--- src/rtl/combo_pkg.sv ---
// combo_pkg: shared types and constants for the combo_lut block.
//   state_e    - sweep controller states
//   TtDefault  - reset truth table, z = (a&b) | ((c^d)&~e) with a as vector MSB
//   tt_width() - truth-table width (2^n_in) for an n_in-input function
package combo_pkg;

  typedef enum logic [1:0] {
    StIdle,
    StSweep,
    StDone
  } state_e;

  localparam logic [31:0] TtDefault = 32'hFF14_1414;

  function automatic int unsigned tt_width(input int unsigned n_in);
    return 32'd1 << n_in;
  endfunction

endpackage

--- src/rtl/combo_lut_if.sv ---
// combo_lut_if: request/response bundle of the combo_lut block.
//   in_valid/in_vec     - evaluate request
//   tt_we/tt_wdata      - truth-table load
//   start               - sweep request pulse
//   out_valid/z/out_vec - registered lookup result and the vector that produced it
//   busy/done/ones_cnt  - sweep status and ones-count signature
// The master modport drives requests; the slave modport is the block side.
interface combo_lut_if
  import combo_pkg::*;
#(
  parameter int unsigned N_IN = 5
);
  localparam int unsigned TtW = tt_width(N_IN);

  logic            in_valid;
  logic [N_IN-1:0] in_vec;
  logic            tt_we;
  logic [TtW-1:0]  tt_wdata;
  logic            start;
  logic            out_valid;
  logic            z;
  logic [N_IN-1:0] out_vec;
  logic            busy;
  logic            done;
  logic [N_IN:0]   ones_cnt;

  modport master (
    output in_valid, in_vec, tt_we, tt_wdata, start,
    input  out_valid, z, out_vec, busy, done, ones_cnt
  );

  modport slave (
    input  in_valid, in_vec, tt_we, tt_wdata, start,
    output out_valid, z, out_vec, busy, done, ones_cnt
  );

endinterface

--- src/rtl/combo_lut_core.sv ---
// combo_lut_core: truth-table register with one write port and one registered read port.
//   clk, rst      - clock, synchronous active-high reset (table reloads TT_INIT)
//   we_i, wdata_i - table load
//   rd_en_i       - perform a lookup at rd_addr_i this cycle
//   rd_addr_i     - table index
//   rd_bit_o      - combinational table[rd_addr_i] (current table contents)
//   out_valid_o   - lookup result valid (one cycle after rd_en_i)
//   z_o           - registered lookup result
//   out_vec_o     - index that produced z_o
module combo_lut_core
  import combo_pkg::*;
#(
  parameter int unsigned                N_IN    = 5,
  parameter logic [tt_width(N_IN)-1:0]  TT_INIT = TtDefault
) (
  input  logic                      clk,
  input  logic                      rst,
  input  logic                      we_i,
  input  logic [tt_width(N_IN)-1:0] wdata_i,
  input  logic                      rd_en_i,
  input  logic [N_IN-1:0]           rd_addr_i,
  output logic                      rd_bit_o,
  output logic                      out_valid_o,
  output logic                      z_o,
  output logic [N_IN-1:0]           out_vec_o
);
  localparam int unsigned TtW = tt_width(N_IN);

  logic [TtW-1:0]  tt_q;
  logic            out_valid_q;
  logic            z_q;
  logic [N_IN-1:0] out_vec_q;

  // Reads see the table before any same-cycle write lands.
  assign rd_bit_o = tt_q[rd_addr_i];

  always_ff @(posedge clk) begin
    if (rst) begin
      tt_q        <= TT_INIT;
      out_valid_q <= 1'b0;
      z_q         <= 1'b0;
      out_vec_q   <= '0;
    end else begin
      if (we_i) begin
        tt_q <= wdata_i;
      end
      out_valid_q <= rd_en_i;
      if (rd_en_i) begin
        z_q       <= rd_bit_o;
        out_vec_q <= rd_addr_i;
      end
    end
  end

  assign out_valid_o = out_valid_q;
  assign z_o         = z_q;
  assign out_vec_o   = out_vec_q;

endmodule

--- src/rtl/combo_lut.sv ---
// combo_lut: programmable N_IN-input logic function with a registered one-bit result
// and a self-check sweep that walks every input vector and counts the ones.
//   clk, rst - clock, synchronous active-high reset
//   bus      - combo_lut_if slave: evaluate, table load, sweep start, results, status
// Evaluate and sweep share the core's single read port; the FSM steers it.
module combo_lut
  import combo_pkg::*;
#(
  parameter int unsigned               N_IN    = 5,
  parameter logic [tt_width(N_IN)-1:0] TT_INIT = TtDefault
) (
  input  logic        clk,
  input  logic        rst,
  combo_lut_if.slave  bus
);
  localparam logic [N_IN-1:0] IdxMax = '1;

  state_e          state_q, state_d;
  logic [N_IN-1:0] idx_q, idx_d;
  logic [N_IN:0]   cnt_q, cnt_d;
  logic            rd_en;
  logic [N_IN-1:0] rd_addr;
  logic            rd_bit;
  logic            tt_we_gated;

  always_ff @(posedge clk) begin
    if (rst) begin
      state_q <= StIdle;
      idx_q   <= '0;
      cnt_q   <= '0;
    end else begin
      state_q <= state_d;
      idx_q   <= idx_d;
      cnt_q   <= cnt_d;
    end
  end

  always_comb begin
    state_d     = state_q;
    idx_d       = idx_q;
    cnt_d       = cnt_q;
    rd_en       = 1'b0;
    rd_addr     = bus.in_vec;
    tt_we_gated = 1'b0;
    unique case (state_q)
      StIdle: begin
        rd_en       = bus.in_valid;
        tt_we_gated = bus.tt_we;
        if (bus.start) begin
          state_d = StSweep;
          idx_d   = '0;
          cnt_d   = '0;
        end
      end
      StSweep: begin
        rd_en   = 1'b1;
        rd_addr = idx_q;
        // Count from the table directly so the total is final alongside the last result.
        cnt_d   = cnt_q + (N_IN + 1)'(rd_bit);
        if (idx_q == IdxMax) begin
          state_d = StDone;
        end else begin
          idx_d = idx_q + 1'b1;
        end
      end
      StDone: begin
        state_d = StIdle;
      end
      default: begin
        state_d = StIdle;
      end
    endcase
  end

  combo_lut_core #(
    .N_IN    (N_IN),
    .TT_INIT (TT_INIT)
  ) u_core (
    .clk         (clk),
    .rst         (rst),
    .we_i        (tt_we_gated),
    .wdata_i     (bus.tt_wdata),
    .rd_en_i     (rd_en),
    .rd_addr_i   (rd_addr),
    .rd_bit_o    (rd_bit),
    .out_valid_o (bus.out_valid),
    .z_o         (bus.z),
    .out_vec_o   (bus.out_vec)
  );

  assign bus.busy     = (state_q != StIdle);
  assign bus.done     = (state_q == StDone);
  assign bus.ones_cnt = cnt_q;

endmodule

--- src/flat_wrapper.sv ---
// flat-port wrapper written by rule: the top's interface ports become plain ports
module combo_lut_flat import combo_pkg::*;
#(
  parameter int unsigned               N_IN    = 5,
  parameter logic [tt_width(N_IN)-1:0] TT_INIT = TtDefault
)
  (clk, rst, bus_in_valid, bus_in_vec, bus_tt_we, bus_tt_wdata, bus_start, bus_out_valid, bus_z, bus_out_vec, bus_busy, bus_done, bus_ones_cnt);
  combo_lut_if #(.N_IN(N_IN)) bus_i ();
  input  logic clk;
  input  logic rst;
  input wire logic [$bits(bus_i.in_valid)-1:0] bus_in_valid;
  input wire logic [$bits(bus_i.in_vec)-1:0] bus_in_vec;
  input wire logic [$bits(bus_i.tt_we)-1:0] bus_tt_we;
  input wire logic [$bits(bus_i.tt_wdata)-1:0] bus_tt_wdata;
  input wire logic [$bits(bus_i.start)-1:0] bus_start;
  output wire logic [$bits(bus_i.out_valid)-1:0] bus_out_valid;
  output wire logic [$bits(bus_i.z)-1:0] bus_z;
  output wire logic [$bits(bus_i.out_vec)-1:0] bus_out_vec;
  output wire logic [$bits(bus_i.busy)-1:0] bus_busy;
  output wire logic [$bits(bus_i.done)-1:0] bus_done;
  output wire logic [$bits(bus_i.ones_cnt)-1:0] bus_ones_cnt;
  assign bus_i.in_valid = bus_in_valid;
  assign bus_i.in_vec = bus_in_vec;
  assign bus_i.tt_we = bus_tt_we;
  assign bus_i.tt_wdata = bus_tt_wdata;
  assign bus_i.start = bus_start;
  assign bus_out_valid = bus_i.out_valid;
  assign bus_z = bus_i.z;
  assign bus_out_vec = bus_i.out_vec;
  assign bus_busy = bus_i.busy;
  assign bus_done = bus_i.done;
  assign bus_ones_cnt = bus_i.ones_cnt;
  combo_lut #(.N_IN(N_IN), .TT_INIT(TT_INIT)) u_core (.clk(clk), .rst(rst), .bus(bus_i));
endmodule
--- config.mk ---
export PLATFORM = sky130hd
export DESIGN_NAME = combo_lut_flat
export DESIGN_NICKNAME = d
export VERILOG_FILES = /design/src/rtl/combo_pkg.sv /design/src/rtl/combo_lut_if.sv /design/src/rtl/combo_lut_core.sv /design/src/rtl/combo_lut.sv /design/src/flat_wrapper.sv
export SDC_FILE = /design/constraint.sdc
export NUM_CORES = 1
export LEC_CHECK = 0
export ABC_AREA = 1
export CAP_MARGIN = 20
export CORE_AREA = 8 8 93 95
export CTS_BUF_LIST = sky130_fd_sc_hd__clkbuf_8
export CTS_CLUSTER_DIAMETER = 100
export DETAILED_ROUTE_END_ITERATION = 12
export DIE_AREA = 0 0 101 103
export HOLD_SLACK_MARGIN = 0.06
export MAX_ROUTING_LAYER = met4
export RECOVER_POWER = 50
export SKIP_LAST_GASP = 1
export SLEW_MARGIN = 0
export SYNTH_ARGS = -nofsm -noshare
export SYNTH_HDL_FRONTEND = slang
export SYNTH_HIERARCHICAL = 1
export SYNTH_SLANG_ARGS = --single-unit
--- constraint.sdc ---
create_clock -name clk -period 2.7 [get_ports clk]
set_input_delay 0.54 -clock clk [delete_from_list [all_inputs] [get_ports clk]]
set_output_delay 0.54 -clock clk [all_outputs]
set_load 0.1 [all_outputs]
; Yosys cells after proc, flatten, opt, wreduce, memory -nomap -nowiden
; Index checks and enable logic that the tools add are counted.
; Widths: inputs -> output; s select.
[op_classes]
n_eq_ne = 6
add_sub_neg = 2
mux = 13
order_cmp = 1
reduce_logical = 6
[ops]
columns = op, n
row1 = $mux 5, 3
row2 = $pmux 6 s2, 1
row3 = $pmux 5 s2, 1
row4 = $add 6x1->6, 1
row5 = $lt 5x6->1 const B, 1
row6 = $mux 6, 1
row7 = $add 5x1->5 const B, 1
row8 = $bmux 1 s5, 1
row9 = $eq 5x5->1 const B, 1
row10 = $mux 2, 2
row11 = $ne 2x2->1 const B, 2
row12 = $pmux 2 s2, 1
row13 = $reduce_and 2->1, 2
row14 = $reduce_bool 2->1, 2
row15 = $reduce_and 3->1, 1
row16 = $eq 2x1->1 const B, 1
row17 = $eq 2x2->1 const B, 1
row18 = $logic_not 2->1, 1
row19 = $mux 1, 2
row20 = $ne 2x1->1 const B, 1
row21 = $pmux 1 s2, 1
[totals]
reg_bits = 52
word_cells = 35
out_inout_bits = 15
input_bits = 42

; Longest topological paths before layout
[depth]
ltp_word = 6
mapped_depth = 24
mapped_depth_nobuf = 21

; By module
; The synthesis kept the hierarchy.
[modules_own_cells]
columns = mod, instances, seq_area_each_um2, cells_per_inst, area_each_um2
row1 = combo_lut_core, 1, 780.7, 239, 1682.9
row2 = combo_lut, 1, 260.2, 111, 775.7

; Least setup slack after synthesis
; No wires, ideal clock.
[synth_timing]
path_type = register to register
startpoint = register u_core.state_q[0]
endpoint = register u_core.cnt_q[4], in the netlist u_core/bus.ones_cnt[4]
period_less_slack_ns = 2.419
setup_time_ns = 0.117
arrival_ns = 2.302
path_stages_with_launch = 23
path_slack_ns = 0.281
t_required_ns = 2.583
path_cell_list = dfxtp_1 nand2_2 inv_2 buf_6 nor2_1 nor2_1 buf_6 buf_6 nand2_1 nand3_1 nand3_1 nand2_1 nand2_1 nand3_2 nand2_2 inv_1 ha_1 ha_1 nand2_1 nor2_1 nand3_2 nand2_1 a21oi_2
[synth_via]
elab_chain_cells = 6
[synth_rtl]
columns = item, line
row1 = start: declaration, combo_lut.sv:18  ; state_e state_q, state_d;
row2 = start signal: assignment, combo_lut.sv:28  ; state_q <= StIdle;
row3 = start signal: assignment, combo_lut.sv:32  ; state_q <= state_d;
row4 = $eq 2x1->1, combo_lut.sv:45  ; unique case (state_q)
row5 = $mux 5, combo_lut.sv:45
row6 = via u_core.rd_addr[0], combo_lut.sv:22  ; logic [N_IN-1:0] rd_addr;
row7 = $bmux 1 s5, combo_lut_core.sv:35  ; assign rd_bit_o = tt_q[rd_addr_i];
row8 = $mux 1 (not written as such), combo_lut_core.sv:35
row9 = via u_core.rd_bit, combo_lut.sv:23  ; logic rd_bit;
row10 = $add 6x1->6, combo_lut.sv:59  ; cnt_d = cnt_q + (N_IN + 1)'(rd_bit);
row11 = $pmux 6 s2, combo_lut.sv:45
row12 = end signal: assignment, combo_lut.sv:34  ; cnt_q <= cnt_d;
row13 = end: declaration, combo_lut.sv:20  ; logic [N_IN:0] cnt_q, cnt_d;
; The timed path passes the listed nets, and every way through them passes these cells. The select of a mux whose other input is x is not followed.
; A chain may end at the register's enable or synchronous reset.

; Worst setup path after layout
[layout_timing]
startpoint = input port bus_in_vec[0]
endpoint = register u_core.cnt_q[1], in the netlist u_core/bus.ones_cnt[1]
[layout_via]
elab_chain_cells = 5
[layout_rtl]
columns = item, line
row1 = start: declaration, flat_wrapper.sv:12  ; input wire logic [$bits(bus_i.in_vec)-1:0] bus_in_vec;
row2 = $mux 5, combo_lut.sv:45
row3 = via u_core.rd_addr[0], combo_lut.sv:22
row4 = $bmux 1 s5, combo_lut_core.sv:35
row5 = $mux 1 (not written as such), combo_lut_core.sv:35
row6 = via u_core.rd_bit, combo_lut.sv:23
row7 = $add 6x1->6, combo_lut.sv:59
row8 = $pmux 6 s2, combo_lut.sv:45
; The timed path passes the listed nets, and every way through them passes these cells. The select of a mux whose other input is x is not followed.

==> run metrics <==
outcome completed; Post-Route Utilization between 40 and 50%; largest family of logic cells by synthesized area simple AND/OR/NAND/NOR gates; Setup crit start kind input pin; Synth Area in Simple Gates 37.8%; commonest non-fill, non-tap cells in the layout 93 x nand2_1, 51 x nor2_1, 50 x dfxtp_1, 46 x nand3_1, 39 x clkdlybuf4s50_1; post-synth top area share around 42%; Post-Synth Adder-Cell Area around 2%; Clock Tree Root clkbuf_8; CTS tree yes; worst-margin pin slew 1180 ps; die width about 100 µm; wire length per cell 12.4 µm; clock sinks 52; EDFF count, synth 0; Rel. slew slack approximately 21%; CTS Buffer Depth 2; final non-filler cell total a little over 500; post-CTS setup buffers 0; DP HPWL approximately 4600 µm; Yosys reg bits 52; crit-path cells clkdlybuf4s50_1 -> nor2_2 -> nor2_4 -> buf_12 -> inv_8 -> nand2_1 -> nand3_1 -> nand3_1 -> nand2_1 -> nand2_1 -> nand3_2 -> nand2_2 -> inv_1 -> ha_2 -> ha_2 -> a22oi_2 -> nor2_1; Post-synth ARST share 0%; Final WS setup around 200 ps; Place WS -134 ps; Core Region ~7100 µm²; GPL Wtd Cong about 0.84; RSZ-0062 raised after global routing no; critical path endpoint category flop; hold_ws 466 ps; # rows 31; register clock-pin slew on the reported worst setup and hold paths roughly 100 ps; antenna violations before repair 0; Post-synth top flop dfxtp_1; Die ar. roughly 10,000 µm²; most common cell after layout, fill and taps aside nand2_1; Critical Path AT 2700 ps; Post-Syn Area between 2000 and 2500 µm²; DRT Pass-1 Iters 4; crit share post-route between 90% and 100%; # setup viols final 0; Worst-Skew Late Latency slightly above 300 ps; min cycle time layout roughly 2500 ps; Avg Cell Area, Syn 7.02 µm²; power per cell area 574 nW/µm²; drt initial violations about 160; Die Height slightly above 100 µm; WP data required 2900 ps; HP Class reg2reg; global-route wire length before repair about 10,000 µm; WL final between 6000 and 7000 µm; Ports between 50 and 60; Cell variety after synth 28; number of max-cap violations 0; mux share of post-synthesis cell area 0%; Layout area overhead 31.9%; Setup CP Type in2reg; Tot GR Track Use between 10% and 20%; # DRC 0; Num CTS Buffers 5; post-detailed-route count of antenna-violating nets 0; Compound-Gate Fraction of Synth Area 9.57%; # nets final between 400 and 500; Inst Count DP 498; Port Buffers 56; worst setup path start bus_in_vec[0]; Starting Density 34.4%; Top cell by count, worst path nand2_1; Synth area leaders dfxtp_1 42%, nand2_1 14%, nand3_1 9.4%; GRT overflow 0; Final Skew 5.64 ps; Reg-to-Reg Start u_core/state_q[1]; crit-path max FO 17; Peak Freq ~0.4 GHz; layout cells sized above 1 between 10 and 15%; leakage power between 1 and 1.5 nW; largest stage delay on the critical path around 480 ps; Post-Syn Nets a little under 400; number of global-route vias before repair around 2,300; YS warnings 6; Yosys top cell by area dfxtp_1; largest net degree at the start of global routing 33; sequential area share after synthesis 42.3%; HP Start u_core/u_core/tt_q[28]; H-tree depth 2; via count 2,358; Crit-path slowest cell clkdlybuf4s50_1; Gate Count Post-Synth 350; Synth Area in XOR/XNOR 0%; Hold Fails Final Rpt 0; peak supply drop 209 µV; Setup TNS 0 ps; max-slew violations 0; # diodes 0; DR vias/cell between 4 and 5
## sequential cells by signal, summed over array words and instances, names as in the netlist
register / flops
u_core/u_core/out_vec_o: 5
u_core/u_core/z_o: 1
u_core/u_core/tt_q: 32
u_core/state_q: 2
u_core/u_core/out_valid_o: 1
u_core/idx_q: 5
u_core/bus.ones_cnt: 6
## critical path: cells and delay by family
family / cells / cell delay [ps]
AND/OR/NAND/NOR: 10 / 820
adder cells (fa/ha/maj): 2 / 430
buffers and inverters: 4 / 750
AO/OA/AOI/OAI: 1 / 170
## cells in the mapped netlist, types with 2 or more instances
library cell	n
a21oi_1	7
buf_2	3
buf_6	4
nand3_1	46
dfxtp_1	52
nand2_2	7
nand2_4	2
inv_1	14
nand3_2	3
o21ai_0	25
nor2_1	54
clkbuf_1	8
inv_2	6
o21ai_1	5
nand2_1	94
o21ai_2	2
a21oi_2	2
a22oi_1	2
nor2_4	2
ha_1	4
## routing by layer
metal,share of wire [%],track usage [%]
met3,5.9,3.71
met4,0.81,3.78
met5,0,-
met1,47,15.9
met2,46,19.7
## repair_timing
action | in CTS | in global routing
endpoints found under the setup margin | 0 | 3
hold buffers | 0 | 0
gates resized for setup | 0 | 10
## report_power, final
part           internal (mW)  switching, mW
clock                  0.279          0.268
sequential             0.822         0.0347
combinational          0.173          0.283
## through the flow
step	instance area (µm²)	power (mW)
global route	3240	1.96
floorplan	2460	1.18
finish	3240	1.86
detailed placement	3080	1.32
CTS	3200	1.86
global placement	3080	1.31
## final timing paths
| kind | slack (ps) | endpoint | cells past startpoint |
|---|---|---|---|
| setup / recovery | 200 | u_core/bus.ones_cnt[1] | 17 |
| hold / removal | 470 | u_core/u_core/tt_q[28] | 2 |
| setup reg to reg | 280 | u_core/bus.ones_cnt[4] | 21 |
| hold reg to reg | 470 | u_core/u_core/tt_q[28] | 2 |
## cell type report
class                      count  area [µm²]
sequential                    52        1040
timing repair buffer          68         631
multi-input combinational    259        1240
clock buffer                   5        68.8
clock inverter                 3        46.3
fill                         779        3890
inverter                      22        90.1
tap                           99         124
## cell families (layout without fill, tap and decap cells)
family,Yosys count,count (layout)
DFF,52,52
buffers and inverters,39,98
AOI/OAI and AO/OA,43,43
adders and majority gates,4,4
and+or+nand+nor,212,212
Power figures use the tool's default switching activity.
